==> src/rtl/alu_issue_ctrl.sv <==
// Issues one decoded MIPS instruction to the combinational ALU and returns its result.
// Latency: legal op response valid 2 edges after accept, illegal op 1 edge after accept.
// Backpressure: in_ready only in IDLE; RESP holds outputs until out_ready; optional shifts via ALU_ISSUE_SHIFT_EN.
module alu_issue_ctrl #(
    parameter int DATA_WIDTH = 32,
    parameter int SEL_WIDTH  = 4
) (
    input  logic                  clk,
    input  logic                  rst_n,
    input  logic                  in_valid,
    output logic                  in_ready,
    input  logic [5:0]            opcode,
    input  logic [5:0]            funct,
    input  logic [4:0]            shamt,
    input  logic [15:0]           imm,
    input  logic [DATA_WIDTH-1:0] rs_data,
    input  logic [DATA_WIDTH-1:0] rt_data,
    output logic [DATA_WIDTH-1:0] alu_operand1,
    output logic [DATA_WIDTH-1:0] alu_operand2,
    output logic [SEL_WIDTH-1:0]  alu_opSel,
    input  logic [DATA_WIDTH-1:0] alu_result,
    input  logic                  alu_zero,
    output logic                  out_valid,
    input  logic                  out_ready,
    output logic [DATA_WIDTH-1:0] out_result,
    output logic                  out_zero,
    output logic                  out_illegal
);

    localparam logic [SEL_WIDTH-1:0] SEL_ADD = SEL_WIDTH'(0);
    localparam logic [SEL_WIDTH-1:0] SEL_SUB = SEL_WIDTH'(1);
    localparam logic [SEL_WIDTH-1:0] SEL_AND = SEL_WIDTH'(2);
    localparam logic [SEL_WIDTH-1:0] SEL_OR  = SEL_WIDTH'(3);
    localparam logic [SEL_WIDTH-1:0] SEL_SLT = SEL_WIDTH'(4);
    localparam logic [SEL_WIDTH-1:0] SEL_XOR = SEL_WIDTH'(5);
    localparam logic [SEL_WIDTH-1:0] SEL_NOR = SEL_WIDTH'(6);
`ifdef ALU_ISSUE_SHIFT_EN
    localparam logic [SEL_WIDTH-1:0] SEL_SLL = SEL_WIDTH'(7);
    localparam logic [SEL_WIDTH-1:0] SEL_SRL = SEL_WIDTH'(8);
`endif

    typedef enum logic [1:0] {
        S_IDLE = 2'd0,
        S_EXEC = 2'd1,
        S_RESP = 2'd2
    } state_t;

    state_t                r_state;
    logic [DATA_WIDTH-1:0] r_op1;
    logic [DATA_WIDTH-1:0] r_op2;
    logic [SEL_WIDTH-1:0]  r_sel;
    logic [DATA_WIDTH-1:0] r_result;
    logic                  r_zero;
    logic                  r_illegal;

    logic                  w_legal;
    logic [SEL_WIDTH-1:0]  w_sel;
    logic [DATA_WIDTH-1:0] w_op1;
    logic [DATA_WIDTH-1:0] w_op2;
    logic [DATA_WIDTH-1:0] w_imm_sx;
    logic [DATA_WIDTH-1:0] w_imm_zx;

    assign w_imm_sx = {{(DATA_WIDTH-16){imm[15]}}, imm};
    assign w_imm_zx = {{(DATA_WIDTH-16){1'b0}}, imm};

    // Decode opcode/funct into ALU select and operand sources; anything unmatched is illegal.
    always_comb begin
        w_legal = 1'b0;
        w_sel   = SEL_ADD;
        w_op1   = rs_data;
        w_op2   = rt_data;
        case (opcode)
            6'h00: begin
                case (funct)
                    6'h20, 6'h21: begin w_legal = 1'b1; w_sel = SEL_ADD; end
                    6'h22, 6'h23: begin w_legal = 1'b1; w_sel = SEL_SUB; end
                    6'h24:        begin w_legal = 1'b1; w_sel = SEL_AND; end
                    6'h25:        begin w_legal = 1'b1; w_sel = SEL_OR;  end
                    6'h2A:        begin w_legal = 1'b1; w_sel = SEL_SLT; end
                    6'h26:        begin w_legal = 1'b1; w_sel = SEL_XOR; end
                    6'h27:        begin w_legal = 1'b1; w_sel = SEL_NOR; end
`ifdef ALU_ISSUE_SHIFT_EN
                    6'h00: begin
                        w_legal = 1'b1;
                        w_sel   = SEL_SLL;
                        w_op1   = {{(DATA_WIDTH-5){1'b0}}, shamt};
                    end
                    6'h02: begin
                        w_legal = 1'b1;
                        w_sel   = SEL_SRL;
                        w_op1   = {{(DATA_WIDTH-5){1'b0}}, shamt};
                    end
`endif
                    default: w_legal = 1'b0;
                endcase
            end
            6'h08, 6'h09: begin w_legal = 1'b1; w_sel = SEL_ADD; w_op2 = w_imm_sx; end
            6'h0A:        begin w_legal = 1'b1; w_sel = SEL_SLT; w_op2 = w_imm_sx; end
            6'h0C:        begin w_legal = 1'b1; w_sel = SEL_AND; w_op2 = w_imm_zx; end
            6'h0D:        begin w_legal = 1'b1; w_sel = SEL_OR;  w_op2 = w_imm_zx; end
            6'h0E:        begin w_legal = 1'b1; w_sel = SEL_XOR; w_op2 = w_imm_zx; end
            6'h04, 6'h05: begin w_legal = 1'b1; w_sel = SEL_SUB; end
            default:      w_legal = 1'b0;
        endcase
    end

    // Issue FSM: ALU drive registers load on a legal accept only; the response is captured after one EXEC cycle.
    always_ff @(posedge clk or negedge rst_n) begin
        if (!rst_n) begin
            r_state   <= S_IDLE;
            r_op1     <= '0;
            r_op2     <= '0;
            r_sel     <= '0;
            r_result  <= '0;
            r_zero    <= 1'b0;
            r_illegal <= 1'b0;
        end else begin
            case (r_state)
                S_IDLE: begin
                    if (in_valid) begin
                        if (w_legal) begin
                            r_op1   <= w_op1;
                            r_op2   <= w_op2;
                            r_sel   <= w_sel;
                            r_state <= S_EXEC;
                        end else begin
                            r_result  <= '0;
                            r_zero    <= 1'b0;
                            r_illegal <= 1'b1;
                            r_state   <= S_RESP;
                        end
                    end
                end
                S_EXEC: begin
                    r_result  <= alu_result;
                    r_zero    <= alu_zero;
                    r_illegal <= 1'b0;
                    r_state   <= S_RESP;
                end
                S_RESP: begin
                    if (out_ready) begin
                        r_state <= S_IDLE;
                    end
                end
                default: r_state <= S_IDLE;
            endcase
        end
    end

    assign in_ready     = (r_state == S_IDLE);
    assign out_valid    = (r_state == S_RESP);
    assign alu_operand1 = r_op1;
    assign alu_operand2 = r_op2;
    assign alu_opSel    = r_sel;
    assign out_result   = r_result;
    assign out_zero     = r_zero;
    assign out_illegal  = r_illegal;

endmodule

==> config.mk <==
export PLATFORM = sky130hd
export DESIGN_NAME = alu_issue_ctrl
export DESIGN_NICKNAME = d
export VERILOG_FILES = /design/src/rtl/alu_issue_ctrl.sv
export SDC_FILE = /design/constraint.sdc
export NUM_CORES = 1
export LEC_CHECK = 0
export ABC_AREA = 1
export BUFFER_PORTS_ARGS = -buffer_cell sky130_fd_sc_hd__buf_2
export CORE_ASPECT_RATIO = 1.5
export CORE_UTILIZATION = 49
export DETAILED_ROUTE_END_ITERATION = 16
export PLACE_DENSITY = 0.85
export SLEW_MARGIN = 10
export SYNTH_ARGS = -nofsm -noshare
export SYNTH_HDL_FRONTEND = slang
export SYNTH_SLANG_ARGS = --single-unit
==> constraint.sdc <==
create_clock -name clk -period 2.9 [get_ports clk]
set_input_delay 0 -clock clk [delete_from_list [all_inputs] [get_ports clk]]
set_output_delay 0 -clock clk [all_outputs]
set_load 0.05 [all_outputs]
-- Word-level counts from Yosys, hierarchy flattened
Index checks and enable logic that the tools add are counted.
- register bits: 104
- input port bits: 134
- output and inout bits: 104
- word-level logic and storage cells: 59
- equality and inequality tests: 22
- multiplexer cells: 18
- reduce and logical (&&, ||, !) cells: 12
- operator list (cell ; number):
    32-bit one-hot mux with 2 select lines ; 2
    32-bit 2-to-1 mux ; 2
    6-bit equality test, second input constant ; 9
    6-bit by 4-bit equality test with 1-bit output, second input constant ; 6
    3-bit one-hot mux with 6 select lines ; 2
    6-bit by 3-bit equality test with 1-bit output, second input constant ; 2
    9-bit OR reduction ; 1
    8-bit OR reduction ; 1
    6-bit logical NOT ; 1
    2-bit 2-to-1 mux ; 3
    1-bit one-hot mux with 2 select lines ; 3
    2-bit one-hot mux with 3 select lines ; 1
    3-bit AND reduction ; 2
    3-bit OR reduction ; 2
    1-bit 2-to-1 mux ; 5
    2-bit inequality test, second input constant ; 2
    2-bit OR reduction ; 2
    2-bit by 1-bit equality test with 1-bit output, second input constant ; 1
    2-bit equality test, second input constant ; 1
    2-bit logical NOT ; 1
    2-bit by 1-bit inequality test with 1-bit output, second input constant ; 1
    2-bit AND reduction ; 1
    2-bit nonzero test ; 1

-- Depth between registers and ports, before layout
- depth in word-level cells: 7
- mapped depth: 11
- gate-level depth less buffers: 9

-- Least setup slack after synthesis
Ideal clock, no wire load.
- path kind: flip-flop to flip-flop
- from: reg r_state[1]
- to: reg r_result[22] (netlist: out_result[22])
- setup time: 0.120 ns
- arrival: 1.304 ns
- data required time: 2.780 ns
- setup slack: 1.476 ns
- stages on the path, launching flop included: 6
- buffers on the path: 1
- clock period less this slack: 1.424 ns
- cell sequence: dfrtp_1 -> nor2_1 -> clkinv_1 -> clkbuf_1 -> nand3_1 -> nand2_1
- longest elaborated chain between the ends: 3
- elaborated cells between the ends (all ways): 7
- those cells by class: 3 x eq/ne; 1 x mux; 3 x reduce/logical
- ends and longest elaborated chain (element ; RTL line ; source):
    from (decl) ; 48 ; state_t r_state;
    from (signal assigned) ; 110 ; r_state <= S_IDLE;
    from (signal assigned) ; 125 ; r_state <= S_EXEC;
    from (signal assigned) ; 130 ; r_state <= S_RESP;
    2-bit logical NOT / 2-bit by 1-bit equality test with 1-bit output (equally long branches) ; 118 ; case (r_state)
    2-bit inequality test (no line) / 2-bit nonzero test (equally long branches) ; n/a ;
    3-bit AND reduction (no line) ; n/a ;
    to (signal assigned) ; 135 ; r_result <= alu_result;
    to (decl) ; 52 ; logic [DATA_WIDTH-1:0] r_result;
Several ways; a longest one is shown, not always the timed one.
A chain may end at the register's enable or synchronous reset.

-- Final worst setup path
- from: reg r_state[1]
- to: reg r_op1[4] (netlist: alu_operand1[4])
- longest elaborated chain between the ends: 2
- ends and longest elaborated chain (element ; RTL line ; source):
    2-bit logical NOT ; 118 ;
    3-bit AND reduction (no line) ; n/a ;
    to (signal assigned) ; 122 ; r_op1 <= w_op1;
    to (decl) ; 49 ; logic [DATA_WIDTH-1:0] r_op1;
Every way passes these cells.

==> impl_metrics.toml <==
[synthesis]
yosys.area.top_type = "dfrtp_1"
syn_area_sq_um = 4480
synth_top_family_by_area = "simple AND/OR/NAND/NOR gates"
synth-compound-area-share_pct = 8.06
synthAdderAreaFrac_pct = 0
synth_xor_area_share_pct = 0
syn_inst = 543
synth.net_count = 677
synth-simple-area-share_pct = 28.0
seq_area_frac_synth_pct = 57.5
ys_seq_elements = 103
synth.avg_cell_area_sq_um = 8.26
muxShareOfSynthArea_pct = 0
yosysUniqueCellTypes = 25
yosysTopAreaCellShare_pct = 57.5
yosys_warnings = 0
synth_area_leaders = "dfrtp_1, nand2_1, nand3_1"

[grt]
grt_use_met2_pct = 59.8
grt_max_degree = 94
globalRouteMet3Util_pct = 6.05
antenna_found_initial = 0
grt-ovfl-total = 0
grt_pass1_vias = 5224
grt_busiest_layer = "met2"
met1_usage_pct = 34.2
grt_pass1_wl_um = 24100
track_usage_pct = 33.7

[setup_path]
crit_path_end_kind = "register"
crit_family = "compound AO/OA/AOI/OAI gates"
path_common_cell = "nand2_1"
critPathArrivalTime_ps = 2210
required_ps = 3170
slowest_stage = "a21boi_4"
crit_chain = "nor3_1 -> a21boi_4 -> nand2_1 -> nand2_1"
path_max_fanout = 37
cp.buffers_inverters = 0
cpPeakStageDelay_ps = 840
worstSetupStartpointType = "register"
crit_type = "reg -> reg"

[min_path]
holdCritPathClass = "in -> reg"

[sta]
finalHoldViolCount = 0
worst_pin_slew_ps = 968
finClkSkew_ps = 9.49
setup_viol = 0
period_minus_slack_ps = 1940
tns_ps = 0
min_period_over_period_pct = 67.0
fmaxAchievable_mhz = 515
relSlewSlack_pct = 35.3
rsz0062_at_grt = "no"
drv_slew = 0

[clocking]
tritoncts = "done"
numCtsBuffers = 9
cts_hold_buf = 91
cts.path.max_buffers = 2
path_clk_slew_ps = 70
cts.sink_count = 103
htreeDepth = 3
clk_latency_ps = 340
post-cts-setup-buffers = 0
cts_resized = 0
root_buffer = "clkbuf_16"

[floorplanning]
rows = 42
ios = 238
core_sq_um = 8830
start_util_pct = 50.8
dieHeight_um = 119
die_w_um = 80.1
die_area_sq_um = 9550

[finish]
mostFrequentLayoutCells = "nand2_1, buf_2, dfrtp_1, dlygate4sd3_1, nand3_1"
final_common_cell = "nand2_1"
nNetsFinal = 987
syn_to_final_growth_pct = 53.5
drive_above_1_share_pct = 30.9
final_cells = 969

[pwr]
p_leak_nw = 4.02
pwr-share-seq_pct = 35.6
power-per-cell-area_nw_per_um2 = 811
p_int_mw = 3.03
switchingPower_mw = 2.56
combPwrFrac_pct = 42.7
vdd_ir_drop_max_uv = 700
p_clk_share_pct = 21.7
switching_share_pct = 45.8

[place]
placedCellCount = 861
place_congestion = 0.890
place_hpwl_um = 8670
numPortBuffers = 231

[drt]
vias = 4992
viasPerCell = 5.15
drtIter0Drc = 373
first_pass_iters = 5
wl_um = 15300
ant_nets = 0
wl_per_cell_um = 15.8
route.detailed.drc = 0

[flow_run]
cap_violations = 0

[status]
status = "finished, final reports clean"
-- area by class of cell --
| class | count | area (sq um) |
|---|---|---|
| multi-input combinational | 378 | 1620 |
| clock inverter | 6 | 70.1 |
| timing repair buffer | 328 | 2120 |
| antenna | 1 | 2.50 |
| sequential | 103 | 2580 |
| clock buffer | 10 | 229 |
| inverter | 33 | 124 |
| fill | 537 | 1950 |
| tap | 110 | 138 |
-- cell usage after synthesis --
cell type and n:
nor2_4 1, o211ai_1 1, buf_6 3, nand3b_1 1
nor2_2 3, dfrtp_1 103, nor3_4 1, a21boi_4 1
inv_1 30, buf_4 4, buf_2 12, nor3_1 1
nor2_1 16, conb_1 1, o21ai_1 14, clkinv_1 1
nand3_1 40, nand2_1 241, clkbuf_1 9, nand3_2 2
a21oi_1 17, inv_2 2, o21ai_0 36, buf_1 1
nand2_2 2
-- worst register-to-register path, stage by stage, from the launching register on --
cell and delay, ps:
dfrtp_1 430, nor3_1 320, a21boi_4 840, nand2_1 170, nand2_1 120
-- cell families after synthesis --
logic type,Yosys count
and+or+nand+nor,308
DFF,103
AOI/OAI and AO/OA,69
buffers and inverters,62
other,1
-- power groups by stage --
stage	Clock, mW	Combinational [mW]	Sequential, mW
after floorplan	0	0.392	3.23
after global placement	0	2.21	1.97
after detailed placement	0	2.25	1.99
after CTS	1.22	2.35	1.97
after global routing	1.27	2.52	2.02
final	1.21	2.39	1.99
-- through the flow --
step / cell area, sq um / power (mW) / utilization [%] / hold WS (ps) / setup slack (ps)
after floorplan: 4480 / 3.62 / - / -296 / 1480
after global placement: 5670 / 4.18 / 64.2 / 194 / 1100
after detailed placement: 5670 / 4.24 / 64.2 / 200 / 1010
after CTS: 6880 / 5.54 / 77.9 / 3.49 / 1020
after global routing: 6880 / 5.81 / 77.9 / 26.7 / 739
final: 6880 / 5.58 / 78.0 / 6.26 / 957
-- per-layer routing --
| layer | up-vias | routed length [um] |
|---|---|---|
| met5 | - | 0 |
| met4 | 0 | 1160 |
| met3 | 92 | 733 |
| met2 | 247 | 8160 |
| met1 | 2329 | 5230 |
| li1 | 2324 | - |
-- state kept, by name, summed over array words and instances (netlist names) --
register / count
alu_operand1: 32
out_illegal: 1
alu_opSel: 3
out_zero: 1
r_state: 2
alu_operand2: 32
out_result: 32
-- path summary, 6_finish.rpt --
kind / cells past startpoint / to / slack [ps] / from
min in group asynchronous: 2 / alu_operand2[29] / 300 / rst_n
worst max-delay path: 4 / alu_operand1[4] / 960 / r_state[1]
worst max register to register: 4 / alu_operand1[4] / 960 / r_state[1]
max in group asynchronous: 3 / r_state[1] / 1950 / rst_n
worst min-delay path: 3 / alu_operand2[14] / 6 / imm[14]
worst min register to register: 2 / alu_operand1[8] / 480 / alu_operand1[8]
Note: power is estimated with default switching activity, not from simulation.
